<file path="src/rtl/add8u_err_monitor.sv">
// add8u_err_monitor
// Error-characterisation engine for 8-bit unsigned approximate adders.
// Each accepted beat carries operands a/b and the candidate's 9-bit sum o.
// A two-stage pipeline computes |o - (a+b)| and folds it into four
// statistics over N_SAMPLES beats:
//   - sum of absolute error
//   - worst-case error
//   - count of erroneous beats
//   - sum of squared error
// A final output register stage makes a beat accepted at edge k visible
// after edge k+2. That is the same edge on which done rises for the last beat.

module add8u_err_monitor #(
  parameter int N_SAMPLES = 65536,
  parameter int CNT_W     = 17
) (
  input  logic               clk,
  input  logic               rst,
  input  logic               start,
  input  logic               s_valid,
  output logic               s_ready,
  input  logic [7:0]         a,
  input  logic [7:0]         b,
  input  logic [8:0]         o,
  output logic               busy,
  output logic               done,
  output logic [CNT_W+8:0]   err_sum,
  output logic [8:0]         err_max,
  output logic [CNT_W-1:0]   err_cnt,
  output logic [CNT_W+17:0]  sq_sum
);

  typedef enum logic [1:0] {
    S_IDLE  = 2'd0,
    S_RUN   = 2'd1,
    S_DRAIN = 2'd2,
    S_DONE  = 2'd3
  } state_t;

  // Beat-count thresholds in counter width.
  localparam logic [CNT_W-1:0] N_FULL = CNT_W'(N_SAMPLES);
  localparam logic [CNT_W-1:0] N_LAST = CNT_W'(N_SAMPLES - 1);

  // Absolute error of one beat.
  // The exact sum is 9 bits and cannot overflow. The signed difference needs
  // 10 bits, covering -510 .. +511.
  function automatic logic [8:0] abs_err(input logic [7:0] a_v,
                                         input logic [7:0] b_v,
                                         input logic [8:0] o_v);
    logic [8:0] exact_v;
    logic [9:0] d_v;
    exact_v = {1'b0, a_v} + {1'b0, b_v};
    d_v     = {1'b0, o_v} - {1'b0, exact_v};
    if (d_v[9]) begin
      abs_err = 9'(10'd0 - d_v);
    end else begin
      abs_err = d_v[8:0];
    end
  endfunction

  // Control state.
  state_t           state_q;
  logic             busy_q;
  logic             done_q;
  logic             drain_q;
  logic [CNT_W-1:0] cnt_q;

  // Stage 1: per-beat absolute error.
  logic             s1_vld_q;
  logic [8:0]       s1_e_q;

  // Stage 2: live accumulators.
  logic [CNT_W+8:0]  acc_sum_q,  acc_sum_d;
  logic [8:0]        acc_max_q,  acc_max_d;
  logic [CNT_W-1:0]  acc_cnt_q,  acc_cnt_d;
  logic [CNT_W+17:0] acc_sq_q,   acc_sq_d;

  // Output register stage.
  logic [CNT_W+8:0]  out_sum_q;
  logic [8:0]        out_max_q;
  logic [CNT_W-1:0]  out_cnt_q;
  logic [CNT_W+17:0] out_sq_q;

  logic             start_run_s;
  logic             accept_s;
  logic [8:0]       e_s;
  logic [17:0]      sq_s;

  // A start is honoured only from IDLE or DONE; a start during RUN or DRAIN
  // never restarts the run.
  assign start_run_s = start && ((state_q == S_IDLE) || (state_q == S_DONE));

  // Ready is combinational so that beat N_SAMPLES+1 can never be taken.
  assign s_ready  = (state_q == S_RUN) && (cnt_q != N_FULL);
  assign accept_s = s_valid && s_ready;
  assign e_s      = abs_err(a, b, o);
  assign sq_s     = {9'd0, s1_e_q} * {9'd0, s1_e_q};

  // Run-control FSM.
  // The sample counter, busy and done are updated alongside the state.
  always_ff @(posedge clk or posedge rst) begin
    if (rst) begin
      state_q <= S_IDLE;
      busy_q  <= 1'b0;
      done_q  <= 1'b0;
      drain_q <= 1'b0;
      cnt_q   <= '0;
    end else begin
      case (state_q)
        S_IDLE, S_DONE: begin
          if (start) begin
            state_q <= S_RUN;
            busy_q  <= 1'b1;
            done_q  <= 1'b0;
            drain_q <= 1'b0;
            cnt_q   <= '0;
          end
        end
        S_RUN: begin
          if (accept_s) begin
            cnt_q <= cnt_q + {{(CNT_W-1){1'b0}}, 1'b1};
            if (cnt_q == N_LAST) begin
              state_q <= S_DRAIN;
              drain_q <= 1'b0;
            end
          end
        end
        S_DRAIN: begin
          // Two cycles: one to accumulate the last beat, one to register it.
          if (drain_q) begin
            state_q <= S_DONE;
            busy_q  <= 1'b0;
            done_q  <= 1'b1;
            drain_q <= 1'b0;
          end else begin
            drain_q <= 1'b1;
          end
        end
        default: begin
          state_q <= S_IDLE;
          busy_q  <= 1'b0;
          done_q  <= 1'b0;
          drain_q <= 1'b0;
          cnt_q   <= '0;
        end
      endcase
    end
  end

  // Stage 1: capture the absolute error of each accepted beat.
  always_ff @(posedge clk or posedge rst) begin
    if (rst) begin
      s1_vld_q <= 1'b0;
      s1_e_q   <= 9'd0;
    end else if (start_run_s) begin
      s1_vld_q <= 1'b0;
      s1_e_q   <= 9'd0;
    end else begin
      s1_vld_q <= accept_s;
      if (accept_s) begin
        s1_e_q <= e_s;
      end
    end
  end

  // Next accumulator values.
  // All widths are sized so that no wrap occurs within one run.
  always_comb begin
    acc_sum_d = acc_sum_q;
    acc_max_d = acc_max_q;
    acc_cnt_d = acc_cnt_q;
    acc_sq_d  = acc_sq_q;
    if (s1_vld_q) begin
      acc_sum_d = acc_sum_q + {{CNT_W{1'b0}}, s1_e_q};
      acc_sq_d  = acc_sq_q + {{CNT_W{1'b0}}, sq_s};
      if (s1_e_q != 9'd0) begin
        acc_cnt_d = acc_cnt_q + {{(CNT_W-1){1'b0}}, 1'b1};
      end else begin
        acc_cnt_d = acc_cnt_q;
      end
      if (s1_e_q > acc_max_q) begin
        acc_max_d = s1_e_q;
      end else begin
        acc_max_d = acc_max_q;
      end
    end else begin
      acc_sum_d = acc_sum_q;
    end
  end

  // Stage 2: accumulators, cleared on the edge that enters RUN.
  always_ff @(posedge clk or posedge rst) begin
    if (rst) begin
      acc_sum_q <= '0;
      acc_max_q <= 9'd0;
      acc_cnt_q <= '0;
      acc_sq_q  <= '0;
    end else if (start_run_s) begin
      acc_sum_q <= '0;
      acc_max_q <= 9'd0;
      acc_cnt_q <= '0;
      acc_sq_q  <= '0;
    end else begin
      acc_sum_q <= acc_sum_d;
      acc_max_q <= acc_max_d;
      acc_cnt_q <= acc_cnt_d;
      acc_sq_q  <= acc_sq_d;
    end
  end

  // Output registers track the accumulators.
  // They clear together with them on restart, so stale results never show
  // once a new run begins.
  always_ff @(posedge clk or posedge rst) begin
    if (rst) begin
      out_sum_q <= '0;
      out_max_q <= 9'd0;
      out_cnt_q <= '0;
      out_sq_q  <= '0;
    end else if (start_run_s) begin
      out_sum_q <= '0;
      out_max_q <= 9'd0;
      out_cnt_q <= '0;
      out_sq_q  <= '0;
    end else begin
      out_sum_q <= acc_sum_q;
      out_max_q <= acc_max_q;
      out_cnt_q <= acc_cnt_q;
      out_sq_q  <= acc_sq_q;
    end
  end

  assign busy    = busy_q;
  assign done    = done_q;
  assign err_sum = out_sum_q;
  assign err_max = out_max_q;
  assign err_cnt = out_cnt_q;
  assign sq_sum  = out_sq_q;

endmodule

</file>
<file path="config.mk">
export PLATFORM = sky130hd
export DESIGN_NAME = add8u_err_monitor
export DESIGN_NICKNAME = d
export VERILOG_FILES = /design/src/rtl/add8u_err_monitor.sv
export SDC_FILE = /design/constraint.sdc
export NUM_CORES = 1
export LEC_CHECK = 0
export BUFFER_PORTS_ARGS = -buffer_cell sky130_fd_sc_hd__buf_4
export CAP_MARGIN = 20
export CELL_PAD_IN_SITES_DETAIL_PLACEMENT = 0
export CELL_PAD_IN_SITES_GLOBAL_PLACEMENT = 1
export CORE_MARGIN = 1
export CORE_UTILIZATION = 48
export CTS_BUF_LIST = sky130_fd_sc_hd__clkbuf_8
export CTS_CLUSTER_SIZE = 10
export DETAILED_ROUTE_END_ITERATION = 12
export PLACE_DENSITY_LB_ADDON = 0.1
export SYNTH_ARGS = -nofsm -noshare
export SYNTH_HDL_FRONTEND = slang
export SYNTH_SLANG_ARGS = --single-unit
</file>
<file path="constraint.sdc">
create_clock -name clk -period 8.93 [get_ports clk]
set_input_delay 2.2325 -clock clk [delete_from_list [all_inputs] [get_ports clk]]
set_output_delay 2.2325 -clock clk [all_outputs]
set_load 0.01 [all_outputs]
</file>
==> results.sh <==
export IMPL_min_period_ns=6.57
export IMPL_antenna_found_initial=0
export IMPL_crit_fanout=13
export IMPL_grt_pass1_vias=8903
export IMPL_routabilityCongestion=0.825
export IMPL_num_vias=9187
export IMPL_worstMarginPinSlew_ns=0.974
export IMPL_cts_resized=0
export IMPL_gr_total_overflow=0
export IMPL_setup_slack_ns=2.36
export IMPL_fill_cells=2309
export IMPL_setup_tns_ns=0
export IMPL_async_reset_ff_frac=1.00
export IMPL_die_y_um=163
export IMPL_fin_skew_ns=0.0306
export IMPL_synth_edf_count=0
export IMPL_clk_insertion_delay_late_ns=0.54
export IMPL_final_common_cell="dfrtp_1"
export IMPL_place_inst=1704
export IMPL_grt_pass1_wl_mm=44.1
export IMPL_postSynthAreaPerCell_um2=9.64
export IMPL_power_leakage_nw=7.37
export IMPL_clk_pin_slew_ns=0.06
export IMPL_area_delta_synth_final_pct=16.0
export IMPL_die_area_mm2=0.0267
export IMPL_yosysWarningCount=0
export IMPL_yosysUniqueCellTypes=65
export IMPL_power_mw=4.02
export IMPL_period_share=0.736
export IMPL_cp_end_kind="register"
export IMPL_post_cts_setup_buffers=0
export IMPL_path_cells="inv_1, nor2_1, inv_1, fa_1, inv_1, fa_1, inv_1, fa_1, inv_1, fa_1, inv_1, fa_1, inv_1, ha_1, a41o_1, a221oi_1, o21ai_0, o2111ai_1, a2111oi_1, xnor2_1, nor2_1"
export IMPL_core_mm2=0.0253
export IMPL_wl_met3_mm=1.05
export IMPL_max_slew_margin_rel=0.350
export IMPL_hold_viol_final=0
export IMPL_hold_path_class="register to register"
export IMPL_pre_cts_slack_ns=2.35
export IMPL_ys_ff_latch=206
export IMPL_crit_start="s1_e_q[6]$_DFFE_PP0P_"
export IMPL_drt_iter0_drc=493
export IMPL_power_density_mw_per_mm2=277
export IMPL_io_buffers=118
export IMPL_cts_buffers=38
export IMPL_grt_max_degree=140
export IMPL_dr_pass1_iters=5
export IMPL_final_nets=1579
export IMPL_wire_per_inst_um=15.0
export IMPL_drc=0
export IMPL_cp_start_kind="register"
export IMPL_hold_start="acc_sq_q[1]$_DFFE_PP0P_"
export IMPL_vias_per_cell=5.18
export IMPL_wl_met1_mm=12.7
export IMPL_rsz0062_at_grt="false"
export IMPL_clockRootBuffer="clkbuf_8"
export IMPL_crit_arrival_ns=6.96
export IMPL_peakVddDrop_mv=0.194
export IMPL_initial_core_util=0.493
export IMPL_worstPathRequired_ns=9.32
export IMPL_clock_sinks=206
export IMPL_worstReg2RegStart="s1_e_q[6]$_DFFE_PP0P_"
export IMPL_path_common_cell="inv_1"
export IMPL_placed_area_mm2=0.0137
export IMPL_place_hpwl_mm=18.6
export IMPL_layout_common_cells="dfrtp_1 (206), inv_1 (163), nor2_1 (156)"
export IMPL_hold_buffers=0
export IMPL_ant_nets=0
export IMPL_synth_seq_area_share=0.413
export IMPL_max_clock_path_buffers=3
export IMPL_fmax_mhz=152
export IMPL_crit_type="register to register"
export IMPL_diodes=0
export IMPL_ctsHtreeMaxLevel=2
export IMPL_ys_flop_type="dfrtp_1"
export IMPL_whs_ns=0.494
export IMPL_met2_length_mm=12.5
export IMPL_final_cell_count_no_fill=1773
export IMPL_drive_gt1_frac=0.140
export IMPL_cpPeakStageDelay_ns=0.65
export IMPL_netlist_area_mm2=0.0125
export IMPL_die_w_um=163
export IMPL_slowest_stage="o2111ai_1"
export IMPL_slew_violations=0
export IMPL_synth_fp_nets=1461
export IMPL_fin_util=0.572
export IMPL_drv_cap=0
export IMPL_grt_usage=0.205
export IMPL_finalSetupViolations=0
export IMPL_top_layer_used="met4"
export IMPL_totalWireLength_mm=26.7
export IMPL_rows=58
export IMPL_finish_instance_area_mm2=0.0145
export IMPL_tritoncts="yes"
export IMPL_io_pins=119
export IMPL_netlist_instances=1296
export IMPL_status="completed"
logic make-up after synthesis:
logic type / Yosys count / share of synthesized area
mux: 32 / 0.0265
simple gates: 451 / 0.179
fa+ha+maj: 136 / 0.169
compound gates: 198 / 0.102
xor+xnor: 71 / 0.0498
flops: 206 / 0.413
buf+inv: 202 / 0.0610
power by group:
part | internal [mW] | switching (mW)
Clock | 0.534 | 0.402
Sequential | 1.08 | 0.135
Combinational | 0.721 | 1.15
synthesized netlist by cell type, types with 3 or more instances:
library cell,n,area [um^2]
a21o_1,10,75.1
or4_1,9,67.6
or3_1,12,75.1
inv_1,154,578
nor4b_1,7,61.3
mux2_2,8,90.1
a21oi_1,60,300
nor4_1,6,37.5
a2111oi_0,4,35.0
dfrtp_1,206,5150
xnor2_1,34,298
fa_1,54,1080
buf_1,7,26.3
o21ai_0,49,245
nor2_1,156,586
a41oi_1,3,26.3
o31ai_1,3,22.5
a211oi_1,12,90.1
o2bb2ai_1,3,26.3
nand4_1,15,93.8
nand3_1,31,155
a31oi_1,5,31.3
and3_1,12,75.1
mux2i_1,24,240
nor2b_1,10,62.6
and4_1,4,35.0
o22ai_1,3,18.8
ha_1,82,1030
nor3b_1,3,22.5
buf_2,3,15.0
xor2_1,37,324
nand2_1,73,274
o21a_1,13,97.6
o21bai_1,6,45.0
a221oi_1,3,26.3
nand2b_1,4,25.0
and2_1,83,519
nor3_1,20,100
clkbuf_1,37,139
cell type report:
class                      count  area, um^2  share of cell area
clock buffer                  50         688              0.0475
clock inverter                19         120             0.00829
inverter                     155         589              0.0407
multi-input combinational    888        6580               0.454
sequential                   206        5150               0.356
tap                          330         413              0.0285
timing repair buffer         125         938              0.0648
layer usage:
layer / global-route usage / vias up
li1: - / 4553
met1: 0.285 / 4415
met2: 0.334 / 185
met3: 0.0325 / 34
met4: 0.0523 / 0
met5: 0 / -
final timing paths:
| kind | to | slack (ns) | cells after the start |
|---|---|---|---|
| min in group asynchronous | sq_sum[29]$_DFF_PP0_ | 1.93 | 2 |
| max | acc_sq_q[31]$_DFFE_PP0P_ | 2.36 | 21 |
| min | sq_sum[1]$_DFF_PP0_ | 0.49 | 1 |
| min reg2reg | sq_sum[1]$_DFF_PP0_ | 0.49 | 1 |
| max reg2reg | acc_sq_q[31]$_DFFE_PP0P_ | 2.36 | 21 |
| max in group asynchronous | s1_e_q[0]$_DFFE_PP0P_ | 5.54 | 3 |
worst max-delay path, delay by kind of cell (launching register included):
| family | cells | cell delay (ns) |
|---|---|---|
| AOI/OAI and AO/OA | 5 | 1.76 |
| adders and majority gates | 6 | 2.97 |
| buffers and inverters | 7 | 0.61 |
| DFF | 1 | 0.60 |
| xor gates and xnor gates | 1 | 0.20 |
| and+or+nand+nor | 2 | 0.29 |
flip-flops by register name (all words and copies together) (netlist names), 9 cells and up:
signal / flops
err_sum: 26
acc_sum_q: 26
acc_max_q: 9
acc_cnt_q: 17
err_max: 9
cnt_q: 17
sq_sum: 35
err_cnt: 17
s1_e_q: 9
acc_sq_q: 35
Note: power is estimated with default switching activity, not from simulation.
